**config.mk**
```make
export PLATFORM = sky130hd
export DESIGN_NAME = mb_lane_pattern_comparator
export DESIGN_NICKNAME = d
export VERILOG_FILES = /design/src/rtl/mb_lane_pattern_comparator.sv
export SDC_FILE = /design/constraint.sdc
export NUM_CORES = 1
export LEC_CHECK = 0
export ABC_AREA = 1
export ABC_CLOCK_PERIOD_IN_PS = 5810
export CAP_MARGIN = 40
export CORE_ASPECT_RATIO = 1.25
export CORE_MARGIN = 2
export CORE_UTILIZATION = 54
export CTS_CLUSTER_DIAMETER = 100
export DETAILED_ROUTE_END_ITERATION = 6
export PLACE_DENSITY = 0.85
export SLEW_MARGIN = 20
export SYNTH_ARGS = -nofsm -noshare
export SYNTH_HDL_FRONTEND = slang
export SYNTH_SLANG_ARGS = --single-unit
```
**constraint.sdc**
```tcl
create_clock -name i_clk -period 5.81 [get_ports i_clk]
set_input_delay 1.743 -clock i_clk [delete_from_list [all_inputs] [get_ports i_clk]]
set_output_delay 1.743 -clock i_clk [all_outputs]
set_load 0.02 [all_outputs]
```
**src/rtl/mb_lane_pattern_comparator.sv**
```systemverilog
// Receive-side mainband per-lane pattern comparator used during MBINIT.REVERSALMB.
// Each RX lane is compared against a shared 23-bit LFSR reference over a fixed window.
// The block then reports a per-lane pass vector and an aggregate pass flag.
module mb_lane_pattern_comparator #(
    parameter int unsigned NUM_LANES      = 16,
    parameter int unsigned SER_W          = 8,
    parameter int unsigned COMPARE_CYCLES = 64,
    parameter int unsigned ERR_THRESH     = 4,
    parameter logic [22:0] LFSR_SEED      = 23'h1DBFBC
) (
    input  logic                           i_clk,
    input  logic                           i_rst_n,
    input  logic [1:0]                     i_cw,
    input  logic [NUM_LANES*SER_W-1:0]     i_rx_data,
    input  logic                           i_rx_data_valid,
    output logic [NUM_LANES-1:0]           o_lane_result,
    output logic                           o_compare_done,
    output logic                           o_aggregate_pass
);

    localparam int unsigned LFSR_W = 23;
    localparam int unsigned CNT_W  = $clog2(COMPARE_CYCLES * SER_W + 1);
    localparam int unsigned BEAT_W = $clog2(COMPARE_CYCLES + 1);

    localparam logic [1:0] CW_CLEAR   = 2'b01;
    localparam logic [1:0] CW_COMPARE = 2'b11;

    typedef enum logic [1:0] {
        ST_IDLE    = 2'd0,
        ST_CLEAR   = 2'd1,
        ST_COMPARE = 2'd2,
        ST_DONE    = 2'd3
    } state_t;

    state_t                r_state;
    logic [LFSR_W-1:0]     r_lfsr;
    logic [BEAT_W-1:0]     r_beat_cnt;
    logic [CNT_W-1:0]      r_err_cnt [NUM_LANES];

    logic [SER_W-1:0]      w_ref;
    logic [LFSR_W-1:0]     w_lfsr_next;
    logic [CNT_W-1:0]      w_err_next [NUM_LANES];
    logic [NUM_LANES-1:0]  w_pass_next;
    logic [NUM_LANES-1:0]  w_pass_cur;
    logic [BEAT_W-1:0]     w_beat_inc;
    logic                  w_window_end;

    // One Fibonacci step of x^23+x^21+x^18+x^15+x^7+x^2+1, shifting left with feedback into bit 0.
    function automatic logic [LFSR_W-1:0] lfsr_step(input logic [LFSR_W-1:0] s);
        return {s[LFSR_W-2:0], s[22] ^ s[20] ^ s[17] ^ s[14] ^ s[6] ^ s[1]};
    endfunction

    // Unroll SER_W LFSR steps to get this beat's reference UIs (earliest UI in bit 0).
    always_comb begin
        logic [LFSR_W-1:0] v_walk;
        v_walk = r_lfsr;
        w_ref  = '0;
        for (int k = 0; k < int'(SER_W); k++) begin
            w_ref[k] = v_walk[LFSR_W-1];
            v_walk   = lfsr_step(v_walk);
        end
        w_lfsr_next = v_walk;
    end

    // Per-lane mismatch popcount, saturating accumulation and pass decisions.
    always_comb begin
        logic [CNT_W-1:0] v_pop;
        logic [CNT_W:0]   v_sum;
        v_pop       = '0;
        v_sum       = '0;
        w_pass_next = '0;
        w_pass_cur  = '0;
        for (int i = 0; i < int'(NUM_LANES); i++) begin
            v_pop = '0;
            for (int k = 0; k < int'(SER_W); k++) begin
                v_pop = v_pop + CNT_W'(i_rx_data[i*int'(SER_W) + k] ^ w_ref[k]);
            end
            v_sum          = {1'b0, r_err_cnt[i]} + {1'b0, v_pop};
            w_err_next[i]  = v_sum[CNT_W] ? {CNT_W{1'b1}} : v_sum[CNT_W-1:0];
            w_pass_next[i] = (w_err_next[i] <= CNT_W'(ERR_THRESH));
            w_pass_cur[i]  = (r_err_cnt[i] <= CNT_W'(ERR_THRESH));
        end
    end

    // Detect the beat that completes the window.
    always_comb begin
        w_beat_inc   = r_beat_cnt + BEAT_W'(1);
        w_window_end = (w_beat_inc == BEAT_W'(COMPARE_CYCLES));
    end

    // Control FSM with LFSR, counters and registered results; clear has priority over everything but reset.
    always_ff @(posedge i_clk) begin
        if (!i_rst_n) begin
            r_state          <= ST_IDLE;
            r_lfsr           <= LFSR_SEED;
            r_beat_cnt       <= '0;
            for (int i = 0; i < int'(NUM_LANES); i++) begin
                r_err_cnt[i] <= '0;
            end
            o_lane_result    <= '0;
            o_compare_done   <= 1'b0;
            o_aggregate_pass <= 1'b0;
        end else if (i_cw == CW_CLEAR) begin
            r_state          <= ST_CLEAR;
            r_lfsr           <= LFSR_SEED;
            r_beat_cnt       <= '0;
            for (int i = 0; i < int'(NUM_LANES); i++) begin
                r_err_cnt[i] <= '0;
            end
            o_lane_result    <= '0;
            o_compare_done   <= 1'b0;
            o_aggregate_pass <= 1'b0;
        end else begin
            case (r_state)
                ST_IDLE: begin
                    if (i_cw == CW_COMPARE) begin
                        r_state <= ST_COMPARE;
                    end
                end
                ST_CLEAR: begin
                    if (i_cw == CW_COMPARE) begin
                        r_state <= ST_COMPARE;
                    end
                end
                ST_COMPARE: begin
                    if (i_cw != CW_COMPARE) begin
                        // Early stop: report partial counts, this cycle's beat is ignored.
                        r_state          <= ST_DONE;
                        o_lane_result    <= w_pass_cur;
                        o_compare_done   <= 1'b1;
                        o_aggregate_pass <= &w_pass_cur;
                    end else if (i_rx_data_valid) begin
                        r_lfsr     <= w_lfsr_next;
                        r_beat_cnt <= w_beat_inc;
                        r_err_cnt  <= w_err_next;
                        if (w_window_end) begin
                            r_state          <= ST_DONE;
                            o_lane_result    <= w_pass_next;
                            o_compare_done   <= 1'b1;
                            o_aggregate_pass <= &w_pass_next;
                        end
                    end
                end
                ST_DONE: begin
                    r_state <= ST_DONE;
                end
                default: begin
                    r_state <= ST_IDLE;
                end
            endcase
        end
    end

endmodule

```
==> metrics <==
dpl hpwl about 38 mm; Area Overhead vs Synth 25.76%; final critical-path required period 5703 ps; GRT Total Usage just under 30%; routed wire length 52.94 mm; sequential area share after synthesis 23.73%; PnR worst setup slack about 110 ps; CP Launch Type input port; Fmax approximately 180 MHz; Sw Share approximately a third; CP endpoint kind flop; dominant cell by count in the synthesized netlist nand2_1; DRC errors left 0; worst setup slack after placement -825.8 ps; Clk pin slew, worst setup/hold paths roughly 60 ps; # diodes 0; outcome completed; Clock power frac between 30% and 40%; CTS tree built; combinational share of power between 30% and 40%; nets 3189; vias in the first global route 18476; TritonCTS Buffers 24; CP max FO 6; Clk Latency, worst-skew pair approximately 530 ps; final setup TNS 0 ps; Max clock buf depth 3; DP Cell Count ~3300; Slew @ Worst Pin between 800 and 900 ps; total grt overflow 0; top post-synthesis cells by area dfxtp_1 24%, nand2_1 12%, fa_1 9.0%; Mapped Nets 2900; Final Hold Viols 0; initial antenna violation count 0; VDD IR max ~0.18 mV; maximum capacitance violations 0; synthesized instance count between 2000 and 3000; fin crit share 98.15%; synth cell count leaders 561 x nand2_1, 389 x inv_1, 261 x nand3_1; synth unique cells 43; yosys warns 0; Power Internal ~3.2 mW; fill count 2483; Vert. Die Dim about 210 um; Final Hold Slack 488.1 ps; initial drt markers 1497; Mapped Area between 15000 and 20000 um^2; post-synth top area share between 20% and 30%; Synth area leader dfxtp_1; Top FF cell, synth dfxtp_1; final setup vio count 0; Net Sw Power between 1.5 and 2 mW; PD cells between 200 and 250 nW/um^2; routed vias/inst between 5 and 6; Max-Slew Margin vs Limit roughly two fifths; leakage power 10.75 nW; Finished Layout Cells around 3300; Total Die Area around 34000 um^2; H-tree depth 1; Yosys reg bits 210; Final Max Tran Viols 0; number of synthesized flops with an enable pin 0; Core Area 32500 um^2; crit path DAT between 6000 and 7000 ps; I/O pin total roughly 150; TritonCTS sink count 210; worst min-delay path class flop to flop; Critical Path RT around 6300 ps; RSZ-0062 raised after global routing true; CTS Root Cell clkbuf_16; global-route wire length before repair between 80 and 90 mm; initial core utilization 54.51%; Die X about 170 um; Util after Layout 68.55%; Sequential Power Share 31.3%; GPL Wtd Cong between 0.9 and 1; mean routed wirelength per cell approximately 16 um; Row Count between 70 and 80; antenna viol nets, final 0; layout cell share with drive strength beyond 1 approximately an eighth; Avg Cell Area, Syn approximately 6.8 um^2; Clock Skew around 8 ps; drt first pass iters 5; largest net degree at the start of global routing roughly 140; ys async rst share 0%; # port buffers 150; Vias between 15000 and 20000; Crit Path Class input port to flop
## critical path, cell delays in order
cell	delay (ps)
clkdlybuf4s50_1	500
xor2_1	200
fa_1	480
fa_1	540
inv_1	50
fa_1	460
fa_2	400
fa_2	360
inv_1	100
nand3_2	90
nand3_4	120
nand3_1	80
nand2_1	90
nand2_1	100
a21oi_2	150
nand3_2	140
nor2_1	130
nand2_1	80
nor2_2	130
nand3_2	90
a21oi_2	120
## through the flow
stage | instance area [um^2] | total power [mW]
after global routing | 22280 | 4.951
after floorplan | 17720 | 2.343
final | 22280 | 4.728
after global placement | 20720 | 2.880
after detailed placement | 20750 | 2.940
after CTS | 21790 | 4.630
## kinds of logic after synthesis
family | Yosys count | synth area share (%)
compound gates | 373 | 12.23
xor+xnor | 198 | 9.789
fa+ha+maj | 177 | 15.89
buf+inv | 475 | 10.49
flops | 210 | 23.73
simple gates | 1157 | 27.88
## layout by cell type, fill, tap and decap left out, types with 13 or more instances in the layout
master           synthesis  final
a211oi_1                14     14
a21oi_1                105    102
a221oi_1                13     13
a31oi_1                 34     34
buf_4                    6    192
clkbuf_16                0     25
clkdlybuf4s50_1          0    148
dfxtp_1                210    208
fa_1                    80     50
fa_2                     0     30
ha_1                    97     97
inv_1                  389    383
nand2_1                561    541
nand2_2                  4     20
nand3_1                261    246
nand3_2                  2     15
nand4_1                 51     51
nor2_1                 225    205
nor2_2                   0     18
nor3_1                  28     28
o211ai_1                43     43
o21ai_0                144    144
xnor2_1                 90     90
xor2_1                 108     82
xor2_2                   0     26
## path summary, 6_finish.rpt
| path | endpoint | cells after the start | startpoint | slack [ps] |
|---|---|---|---|---|
| max | o_aggregate_pass$_SDFFE_PP0P_ | 21 | i_rx_data[56] | 110 |
| min | r_state[1]$_SDFFE_PP0P_ | 2 | r_state[1]$_SDFFE_PP0P_ | 490 |
| max reg2reg | o_aggregate_pass$_SDFFE_PP0P_ | 20 | r_lfsr[22]$_SDFFE_PP0P_ | 1110 |
| min reg2reg | r_state[1]$_SDFFE_PP0P_ | 2 | r_state[1]$_SDFFE_PP0P_ | 490 |
## state kept, by name, indices dropped and copies added (netlist names)
| name | flops |
|---|---|
| o_compare_done | 1 |
| o_lane_result | 16 |
| r_beat_cnt | 7 |
| r_err_cnt | 160 |
| r_state | 2 |
| r_lfsr | 23 |
| o_aggregate_pass | 1 |
## power groups by stage
stage	combinational [mW]	clock [mW]	sequential, mW
floorplan	0.836	0	1.51
global placement	1.37	0	1.51
detailed placement	1.43	0	1.51
CTS	1.47	1.68	1.48
global route	1.73	1.74	1.48
finish	1.57	1.68	1.48
## timing repair
| item | CTS | global route |
|---|---|---|
| hold buffers | 0 | 0 |
| endpoints found under the setup margin | 3 | 15 |
| gates resized for setup | 39 | 89 |
| endpoints found under the hold margin | 0 | 0 |
| setup buffers | 5 | 15 |
| pin swaps | 18 | 77 |
## per-layer routing
metal	vias up	part of all wire (%)	track usage, %
met5	-	0	0
met3	183	6.5	3.390
met2	787	49	54.15
li1	8998	-	-
met1	8742	39	34.45
met4	0	5.3	15.50
## cell type report
| type | instances | area, um^2 | area share, % |
|---|---|---|---|
| Sequential cell | 210 | 4207 | 18.88 |
| Clock buffer | 28 | 646.9 | 2.904 |
| Timing Repair Buffer | 348 | 3050 | 13.69 |
| Tap cell | 418 | 523.0 | 2.348 |
| Inverter | 390 | 1473 | 6.610 |
| Multi-Input combinational cell | 1905 | 12170 | 54.61 |
| Clock inverter | 16 | 212.7 | 0.9547 |
No activity file was read; power rests on OpenSTA's default activity.
